`src/rtl/npu_cu_pkg.sv`:
```
// npu_cu_pkg
//   Shared definitions for the NPU control unit: field widths, bit positions
//   of the instruction fields, tag/opcode/func encodings, the packed view of
//   an instruction and the packed bundle of decoded outputs.
//   Optional feature macro used by the decoder: ILLEGAL_CHECK_EN.
package npu_cu_pkg;

    localparam int ADDR_W  = 22;                 // address/register operand width
    localparam int RES_W   = ADDR_W / 2;         // resize operand width
    localparam int TAG_W   = 4;
    localparam int OPC_W   = 6;
    localparam int FUNC_W  = 10;
    localparam int INSTR_W = TAG_W + OPC_W + FUNC_W + 2 * ADDR_W;  // 64

    // Bit positions (LSB) of each field inside the instruction word
    localparam int TAG_LSB  = 60;
    localparam int OPC_LSB  = 54;
    localparam int FUNC_LSB = 44;
    localparam int OPA_LSB  = 22;
    localparam int OPB_LSB  = 0;

    localparam logic [TAG_W-1:0]  TAG_NPU   = 4'b0001;
    localparam logic [OPC_W-1:0]  OP_LDST   = 6'd0;
    localparam logic [OPC_W-1:0]  OP_RESIZE = 6'd1;
    localparam logic [FUNC_W-1:0] FN_LOAD   = 10'd0;
    localparam logic [FUNC_W-1:0] FN_STORE  = 10'd1;

    // Packed view of the instruction word; member order matches bit order
    typedef struct packed {
        logic [TAG_W-1:0]  tag;
        logic [OPC_W-1:0]  opcode;
        logic [FUNC_W-1:0] func;
        logic [ADDR_W-1:0] op_a;
        logic [ADDR_W-1:0] op_b;
    } instr_t;

    // Everything the decoder produces for one instruction
    typedef struct packed {
        logic [OPC_W-1:0]  opcode;
        logic [FUNC_W-1:0] func;
        logic [ADDR_W-1:0] store_or_load_address;
        logic [ADDR_W-1:0] data_register_or_address;
        logic [ADDR_W-1:0] image_buffer_register;
        logic [RES_W-1:0]  resize_reg_1;
        logic [RES_W-1:0]  resize_reg_2;
        logic              is_load;
        logic              is_store;
        logic              is_resize;
        logic              illegal;
    } decode_t;

endpackage

```
`src/rtl/npu_control_unit_if.sv`:
```
// npu_control_unit_if
//   Bundles the instruction input and the decoded outputs of the control unit.
//   Signals:
//     instr_valid, instruction            fetch -> control unit
//     out_valid, opcode, func, operand
//     fields and class flags              control unit -> execution units
//   Modports: master (fetch/consumer side), slave (control unit).
//
//   Handshake: instr_valid is a one-way strobe with no ready. Every cycle in
//   which instr_valid is high at the rising edge transfers exactly one
//   instruction; the decode appears one cycle later qualified by a one-cycle
//   out_valid pulse. The consumer cannot stall the unit.
interface npu_control_unit_if;
    import npu_cu_pkg::*;

    logic                 instr_valid;
    logic [INSTR_W-1:0]   instruction;

    logic                 out_valid;
    logic [OPC_W-1:0]     opcode;
    logic [FUNC_W-1:0]    func;
    logic [ADDR_W-1:0]    Store_or_load_address;
    logic [ADDR_W-1:0]    Data_register_or_address;
    logic [ADDR_W-1:0]    Image_Buffer_Register;
    logic [RES_W-1:0]     Resize_Reg_1;
    logic [RES_W-1:0]     Resize_Reg_2;
    logic                 is_load;
    logic                 is_store;
    logic                 is_resize;
    logic                 illegal;

    modport master (
        output instr_valid, instruction,
        input  out_valid, opcode, func,
               Store_or_load_address, Data_register_or_address,
               Image_Buffer_Register, Resize_Reg_1, Resize_Reg_2,
               is_load, is_store, is_resize, illegal
    );

    modport slave (
        input  instr_valid, instruction,
        output out_valid, opcode, func,
               Store_or_load_address, Data_register_or_address,
               Image_Buffer_Register, Resize_Reg_1, Resize_Reg_2,
               is_load, is_store, is_resize, illegal
    );

endinterface

```
`src/rtl/npu_cu_field_decode.sv`:
```
// npu_cu_field_decode
//   Purely combinational split of a 64-bit instruction into its fields and
//   decode of the instruction class (load/store or resize).
//   Ports:
//     instruction  in   INSTR_W  raw instruction word
//     dec          out  decode_t decoded fields and flags
//   Macro ILLEGAL_CHECK_EN: when defined, tag and opcode are validated and
//   rejected instructions raise illegal with zeroed operands. When undefined,
//   the tag is ignored and every non-zero opcode decodes as resize.
module npu_cu_field_decode
    import npu_cu_pkg::*;
(
    input  logic [INSTR_W-1:0] instruction,
    output decode_t            dec
);

    instr_t f;
    logic   legal;

    assign f = instr_t'(instruction);

`ifdef ILLEGAL_CHECK_EN
    assign legal = (f.tag == TAG_NPU) &&
                   ((f.opcode == OP_LDST) || (f.opcode == OP_RESIZE));
`else
    // Tag is not inspected in this build
    logic unused_tag;
    assign unused_tag = ^f.tag;
    assign legal      = 1'b1;
`endif

    always_comb begin
        // Fields of the class not being decoded stay zero
        dec         = '0;
        dec.opcode  = f.opcode;
        dec.func    = f.func;
        dec.illegal = !legal;
        if (legal) begin
            if (f.opcode == OP_LDST) begin
                dec.store_or_load_address    = f.op_a;
                dec.data_register_or_address = f.op_b;
                // Unknown func: operands still delivered, no flag raised
                dec.is_load  = (f.func == FN_LOAD);
                dec.is_store = (f.func == FN_STORE);
            end else begin
                // With the check enabled only OP_RESIZE reaches here
                dec.image_buffer_register = f.op_a;
                dec.resize_reg_1          = f.op_b[2*RES_W-1:RES_W];
                dec.resize_reg_2          = f.op_b[RES_W-1:0];
                dec.is_resize             = 1'b1;
            end
        end
    end

endmodule

```
`src/rtl/npu_control_unit.sv`:
```
// npu_control_unit
//   Registered instruction decoder sitting between instruction fetch and the
//   load/store and image-resize execution units. One instruction per clock,
//   one cycle of latency, no backpressure.
//   Ports:
//     clk   in  rising-edge clock
//     rst   in  asynchronous active-high reset; clears every output
//     cu    npu_control_unit_if.slave: instr_valid/instruction in,
//           out_valid, opcode, func, operand fields and class flags out
//   Macro ILLEGAL_CHECK_EN: enables tag/opcode validation in the decoder.
//   Outputs hold their last decode while instr_valid is low; only out_valid
//   drops.
module npu_control_unit
    import npu_cu_pkg::*;
(
    input  logic              clk,
    input  logic              rst,
    npu_control_unit_if.slave cu
);

    decode_t dec;
    decode_t dec_q;
    logic    out_valid_q;

    npu_cu_field_decode u_field_decode (
        .instruction (cu.instruction),
        .dec         (dec)
    );

    always_ff @(posedge clk or posedge rst) begin
        if (rst) begin
            dec_q       <= '0;
            out_valid_q <= 1'b0;
        end else begin
            out_valid_q <= cu.instr_valid;
            if (cu.instr_valid) begin
                dec_q <= dec;
            end
        end
    end

    assign cu.out_valid                = out_valid_q;
    assign cu.opcode                   = dec_q.opcode;
    assign cu.func                     = dec_q.func;
    assign cu.Store_or_load_address    = dec_q.store_or_load_address;
    assign cu.Data_register_or_address = dec_q.data_register_or_address;
    assign cu.Image_Buffer_Register    = dec_q.image_buffer_register;
    assign cu.Resize_Reg_1             = dec_q.resize_reg_1;
    assign cu.Resize_Reg_2             = dec_q.resize_reg_2;
    assign cu.is_load                  = dec_q.is_load;
    assign cu.is_store                 = dec_q.is_store;
    assign cu.is_resize                = dec_q.is_resize;
    assign cu.illegal                  = dec_q.illegal;

endmodule

```
`src/flat_wrapper.sv`:
```
// flat-port wrapper written by rule: the top's interface ports become plain ports
module npu_control_unit_flat import npu_cu_pkg::*;
  (clk, rst, cu_instr_valid, cu_instruction, cu_out_valid, cu_opcode, cu_func, cu_Store_or_load_address, cu_Data_register_or_address, cu_Image_Buffer_Register, cu_Resize_Reg_1, cu_Resize_Reg_2, cu_is_load, cu_is_store, cu_is_resize, cu_illegal);
  npu_control_unit_if cu_i ();
  input  logic clk;
  input  logic rst;
  input wire logic [$bits(cu_i.instr_valid)-1:0] cu_instr_valid;
  input wire logic [$bits(cu_i.instruction)-1:0] cu_instruction;
  output wire logic [$bits(cu_i.out_valid)-1:0] cu_out_valid;
  output wire logic [$bits(cu_i.opcode)-1:0] cu_opcode;
  output wire logic [$bits(cu_i.func)-1:0] cu_func;
  output wire logic [$bits(cu_i.Store_or_load_address)-1:0] cu_Store_or_load_address;
  output wire logic [$bits(cu_i.Data_register_or_address)-1:0] cu_Data_register_or_address;
  output wire logic [$bits(cu_i.Image_Buffer_Register)-1:0] cu_Image_Buffer_Register;
  output wire logic [$bits(cu_i.Resize_Reg_1)-1:0] cu_Resize_Reg_1;
  output wire logic [$bits(cu_i.Resize_Reg_2)-1:0] cu_Resize_Reg_2;
  output wire logic [$bits(cu_i.is_load)-1:0] cu_is_load;
  output wire logic [$bits(cu_i.is_store)-1:0] cu_is_store;
  output wire logic [$bits(cu_i.is_resize)-1:0] cu_is_resize;
  output wire logic [$bits(cu_i.illegal)-1:0] cu_illegal;
  assign cu_i.instr_valid = cu_instr_valid;
  assign cu_i.instruction = cu_instruction;
  assign cu_out_valid = cu_i.out_valid;
  assign cu_opcode = cu_i.opcode;
  assign cu_func = cu_i.func;
  assign cu_Store_or_load_address = cu_i.Store_or_load_address;
  assign cu_Data_register_or_address = cu_i.Data_register_or_address;
  assign cu_Image_Buffer_Register = cu_i.Image_Buffer_Register;
  assign cu_Resize_Reg_1 = cu_i.Resize_Reg_1;
  assign cu_Resize_Reg_2 = cu_i.Resize_Reg_2;
  assign cu_is_load = cu_i.is_load;
  assign cu_is_store = cu_i.is_store;
  assign cu_is_resize = cu_i.is_resize;
  assign cu_illegal = cu_i.illegal;
  npu_control_unit u_core (.clk(clk), .rst(rst), .cu(cu_i));
endmodule
```
`config.mk`:
```
export PLATFORM = sky130hd
export DESIGN_NAME = npu_control_unit_flat
export DESIGN_NICKNAME = d
export VERILOG_FILES = /design/src/rtl/npu_cu_pkg.sv /design/src/rtl/npu_control_unit_if.sv /design/src/rtl/npu_cu_field_decode.sv /design/src/rtl/npu_control_unit.sv /design/src/flat_wrapper.sv
export SDC_FILE = /design/constraint.sdc
export NUM_CORES = 1
export LEC_CHECK = 0
export ABC_AREA = 0
export BUFFER_PORTS_ARGS = -buffer_cell sky130_fd_sc_hd__buf_2
export CAP_MARGIN = 20
export CORE_MARGIN = 3
export CORE_UTILIZATION = 50
export CTS_CLUSTER_DIAMETER = 80
export DETAILED_ROUTE_END_ITERATION = 8
export MAX_ROUTING_LAYER = met4
export PLACE_DENSITY = 0.83
export SYNTH_ARGS = -nofsm -noshare
export SYNTH_HDL_FRONTEND = slang
export SYNTH_HIERARCHICAL = 1
export SYNTH_SLANG_ARGS = --single-unit
```
`constraint.sdc`:
```
create_clock -name clk -period 3.55 [get_ports clk]
set_input_delay 0.1775 -clock clk [delete_from_list [all_inputs] [get_ports clk]]
set_output_delay 0.1775 -clock clk [all_outputs]
set_load 0.005 [all_outputs]
```
# After elaboration in Yosys (flattened, before gate mapping)
# Index checks and enable logic that the tools add are counted.
[word_totals]
register_bits = 108
output_inout_bits = 109
[op_classes]
n_eq_ne = 1
mux = 4
reduce_logical = 2
[ops]
columns = ["operator", "n"]
rows = [
  ["44-bit two-way mux", 2],
  ["10-bit by 1-bit == test with 1-bit output, second input constant", 1],
  ["10-bit logical NOT", 1],
  ["6-bit logical NOT", 1],
  ["2-bit two-way mux", 1],
  ["1-bit two-way mux", 1],
]

# Longest topological paths before layout
[logic_depth]
ltp_word = 2
ltp_mapped = 5
ltp_nobuf = 3

# By module
# Netlist, hierarchy kept.
[modules_own_cells]
columns = ["module", "cells_each", "instances", "seq_area_each_um2", "area_each_um2"]
rows = [
  ["npu_control_unit", 230, 1, 2727.6, 4107.7],
  ["npu_cu_field_decode", 134, 1, 0.0, 907.1],
]

# Worst setup path after synthesis
# No wires, ideal clock.
[synth_timing]
kind = "input port to flip-flop"
startpoint = "input cu_instruction[55]"
endpoint = "register u_core.dec_q, in the netlist u_core/cu.Image_Buffer_Register[10]"
cell_stages = 5
setup_slack_ns = 2.193
arrival_ns = 1.232
path_buffers = 2
required_time_ns = 3.425
path_cell_list = "nor4_4 > clkbuf_2 > buf_6 > a21boi_0 > mux2_2"
[synth_rtl]
columns = ["element", "line_no", "text"]
rows = [
  ["from (decl)", "flat_wrapper.sv:8", "input wire logic [$bits(cu_i.instruction)-1:0] cu_instruction;"],
  ["to (signal assigned)", "npu_control_unit.sv:32", "dec_q <= '0;"],
  ["to (signal assigned)", "npu_control_unit.sv:37", "dec_q <= dec;"],
  ["to (decl)", "npu_control_unit.sv:22", "decode_t dec_q;"],
]

==> impl_metrics.env <==
export IMPL_hpwl_um=7640
export IMPL_clock_insertion_delay_worst_skew_ns=0.35
export IMPL_tritoncts="yes"
export IMPL_detailedPlace_worstSlack_ns=1.52
export IMPL_cp_cell_sequence="buf_2 > nor2_4 > buf_4 > a21boi_0 > mux2_2"
export IMPL_status="completed"
export IMPL_worst_setup_path_class="input pin to flop"
export IMPL_powerDensity_nw_per_um2=406
export IMPL_global_route_wire_length_before_repair_um=17600
export IMPL_drv_max_cap_violation_count=0
export IMPL_crit_path_top_delay_cell="sky130_fd_sc_hd__nor2_4"
export IMPL_worstHoldEndpoint="u_core/cu.func[3]$_DFFE_PP0P_"
export IMPL_initial_utilization_pct=52.8
export IMPL_die_area_um2=11300
export IMPL_routed_via_density=5.28
export IMPL_worstPathMaxFanout=46
export IMPL_num_antenna_cells=0
export IMPL_die_h_um=106
export IMPL_crit_arrival_ns=1.90
export IMPL_hold_viol_final=0
export IMPL_ctsHtreeMaxLevel=3
export IMPL_fp_row_count=35
export IMPL_wirelength_um=10800
export IMPL_avgSynthCellArea_um2=13.8
export IMPL_synthMuxAreaShare_pct=25.7
export IMPL_fin_skew_ns=0
export IMPL_gp_congestion=0.777
export IMPL_r2r_cells=1
export IMPL_detailedRoute_firstIterationViolations=123
export IMPL_clock_buffer_count_from_cts=9
export IMPL_postRouteAntennaNets=0
export IMPL_clk_pin_slew_ns=0.11
export IMPL_final_net_count=573
export IMPL_max_stage_delay_ns=0.63
export IMPL_combinational_family_with_the_most_area_after_synthesis="multiplexers"
export IMPL_crit_path_leading_delay_family="simple AND/OR/NAND/NOR gates"
export IMPL_synth_simple_gate_area_share_pct=7.34
export IMPL_synth_cells=364
export IMPL_port_buffer_count=171
export IMPL_first_global_vias=3539
export IMPL_post_route_cell_area_um2=6040
export IMPL_cts_repair_resized=0
export IMPL_synth_fp_nets=431
export IMPL_dr_pass1_iters=4
export IMPL_yosysSeqAreaShare_pct=54.4
export IMPL_fillerInstances=767
export IMPL_setup_viol_count_final=0
export IMPL_tightestPinTransition_ns=0.816
export IMPL_netlist_cell_type_count=19
export IMPL_groute_usage_overall_pct=19.7
export IMPL_crit_required_ns=3.80
export IMPL_initial_antenna_violation_count=0
export IMPL_timing_final_max_slew_violations=0
export IMPL_grt_start_max_net_pins=88
export IMPL_syn_area_um2=5010
export IMPL_hold_buffers=0
export IMPL_ff2ff_setup_slack_ns=2.76
export IMPL_overflow=0
export IMPL_drc_violations_left=0
export IMPL_synthToLayoutAreaGrowth_pct=20.5
export IMPL_yosys_register_bits=109
export IMPL_vias=3381
export IMPL_layout_min_cycle_time_ns=1.66
export IMPL_rsz0062_at_grt="no"
export IMPL_maxClockFrequency_ghz=0.603
export IMPL_fp_dieW_um=106
export IMPL_synth_xor_area_share_pct=0
export IMPL_timing_hold_worst_class="input pin to flop"
export IMPL_cts_post_setup_buffers_inserted=0
export IMPL_final_worst_path_cycle_share_pct=46.7
export IMPL_cts_num_sinks=109
export IMPL_final_layout_size_suffix_gt1_share_pct=59.9
export IMPL_r2r_end="u_core/cu.Store_or_load_address[20]$_DFFE_PP0P_"
export IMPL_whs_path_depth=2
export IMPL_area_inside_the_core_boundary_um2=9500
export IMPL_top_level_ports=176
export IMPL_synth_compound_gate_area_share_pct=6.59
export IMPL_reg2reg_from="u_core/cu.Store_or_load_address[20]$_DFFE_PP0P_"
export IMPL_vdd_drop_max_mv=0.224
export IMPL_fin_tns_setup_ns=0
export IMPL_critical_path_depth=5
export IMPL_worstSetupStartpointType="input pin"
export IMPL_place_area_um2=5800
export IMPL_max_slew_margin_pct=45.5
export IMPL_synthAdderAreaFrac_pct=0
export IMPL_power_leakage_uw=0.00321
export IMPL_ys_warn_count=6
export IMPL_path_buf_inv=2
export IMPL_clock_tree_root_cell="sky130_fd_sc_hd__clkbuf_8"
export IMPL_hold_path_startpoint="cu_instruction[47]"
export IMPL_cts_buffer_depth=2
export IMPL_wire_per_inst_um=16.9
export IMPL_endpoint_kind="flop"
export IMPL_final_setup_worst_slack_ns=1.89
[cell usage in the layout, fill, tap and decap left out, drive strengths merged]
cell         count
buf            177
dfrtp          109
mux2           108
and3            44
a21boi          44
clkbuf          10
or4              4
inv              3
nor4             3
clkinv           2
bufinv           1
clkinvlp         1
dlygate4sd3      1
nor2             1
nand2            1
or4b             1
conb             1
[cells by family after synthesis]
kind of cell,after synthesis
multiplexers,108
buffers and inverters,48
AND/OR/NAND/NOR,54
flip-flops,109
AO/OA/AOI/OAI,44
other,1
[power breakdown]
group	internal [uW]	total (uW)	switching, uW	leakage [uW]
Combinational	172	327	155	0.00173
Sequential	1320	1350	37.4	0.00138
Clock	351	775	423	0.000103
[routing by layer]
layer  vias up  track usage, %  part of all wire (%)
met5         -               -                     0
met4         0            6.11                   1.4
met3        14            4.19                   6.8
met2       116            32.6                    50
met1      1691            24.4                    42
li1       1560               -                     -
[Yosys cell counts]
| cell | count | area (um2) |
|---|---|---|
| sky130_fd_sc_hd__or4b_2 | 1 | 10.0 |
| sky130_fd_sc_hd__clkbuf_1 | 15 | 56.3 |
| sky130_fd_sc_hd__nand2_1 | 1 | 3.75 |
| sky130_fd_sc_hd__mux2_2 | 88 | 991 |
| sky130_fd_sc_hd__and3_1 | 44 | 275 |
| sky130_fd_sc_hd__buf_6 | 5 | 56.3 |
| sky130_fd_sc_hd__buf_2 | 8 | 40.0 |
| sky130_fd_sc_hd__clkbuf_2 | 2 | 10.0 |
| sky130_fd_sc_hd__nor2_4 | 1 | 11.3 |
| sky130_fd_sc_hd__nor4_1 | 2 | 12.5 |
| sky130_fd_sc_hd__or4_1 | 3 | 22.5 |
| sky130_fd_sc_hd__mux2_4 | 20 | 300 |
| sky130_fd_sc_hd__a21boi_0 | 44 | 330 |
| sky130_fd_sc_hd__or4_4 | 1 | 11.3 |
| sky130_fd_sc_hd__conb_1 | 1 | 3.75 |
| sky130_fd_sc_hd__inv_1 | 1 | 3.75 |
| sky130_fd_sc_hd__buf_4 | 17 | 128 |
| sky130_fd_sc_hd__nor4_4 | 1 | 21.3 |
| sky130_fd_sc_hd__dfrtp_1 | 109 | 2730 |
[flip-flops by register name, summed over array words and instances, names as in the netlist]
signal	flops
u_core/cu.is_resize	1
u_core/cu.out_valid	1
u_core/cu.opcode	6
u_core/cu.Resize_Reg_2	11
u_core/cu.Data_register_or_address	22
u_core/cu.Resize_Reg_1	11
u_core/cu.Store_or_load_address	22
u_core/cu.Image_Buffer_Register	22
u_core/cu.func	10
u_core/cu.illegal	1
u_core/cu.is_store	1
u_core/cu.is_load	1
[through the flow]
step,total power [uW],hold WS [ns],instances,util [%]
global placement,1690,0.422,622,61.0
global route,2570,0.0282,640,63.6
CTS,2480,0.0293,638,63.2
detailed placement,1710,0.427,622,61.0
floorplan,1560,0.209,364,-
finish,2460,0.0506,640,63.6
[worst max-delay path by stage]
| stage | startpoint | to | slack (ns) |
|---|---|---|---|
| floorplan | rst | u_core/cu.Data_register_or_address[0]$_DFFE_PP0P_ | 0.50 |
| global placement | cu_instruction[57] | u_core/cu.Image_Buffer_Register[16]$_DFFE_PP0P_ | 1.59 |
| detailed placement | cu_instruction[57] | u_core/cu.Image_Buffer_Register[15]$_DFFE_PP0P_ | 1.52 |
| CTS | cu_instruction[57] | u_core/cu.Image_Buffer_Register[15]$_DFFE_PP0P_ | 1.91 |
| global route | cu_instruction[57] | u_core/cu.Image_Buffer_Register[15]$_DFFE_PP0P_ | 1.74 |
| finish | cu_instruction[57] | u_core/cu.Image_Buffer_Register[5]$_DFFE_PP0P_ | 1.89 |
[final cells by class]
cell class / instances / area (um2) / share of cell area (%)
inverter: 1 / 6.26 / 0.104
sequential: 109 / 2730 / 45.2
clock inverter: 6 / 68.8 / 1.14
tap: 129 / 161 / 2.67
timing repair buffer: 178 / 946 / 15.7
multi-input combinational: 207 / 1990 / 33.0
clock buffer: 10 / 138 / 2.28
No activity file was read; power rests on OpenSTA's default activity.
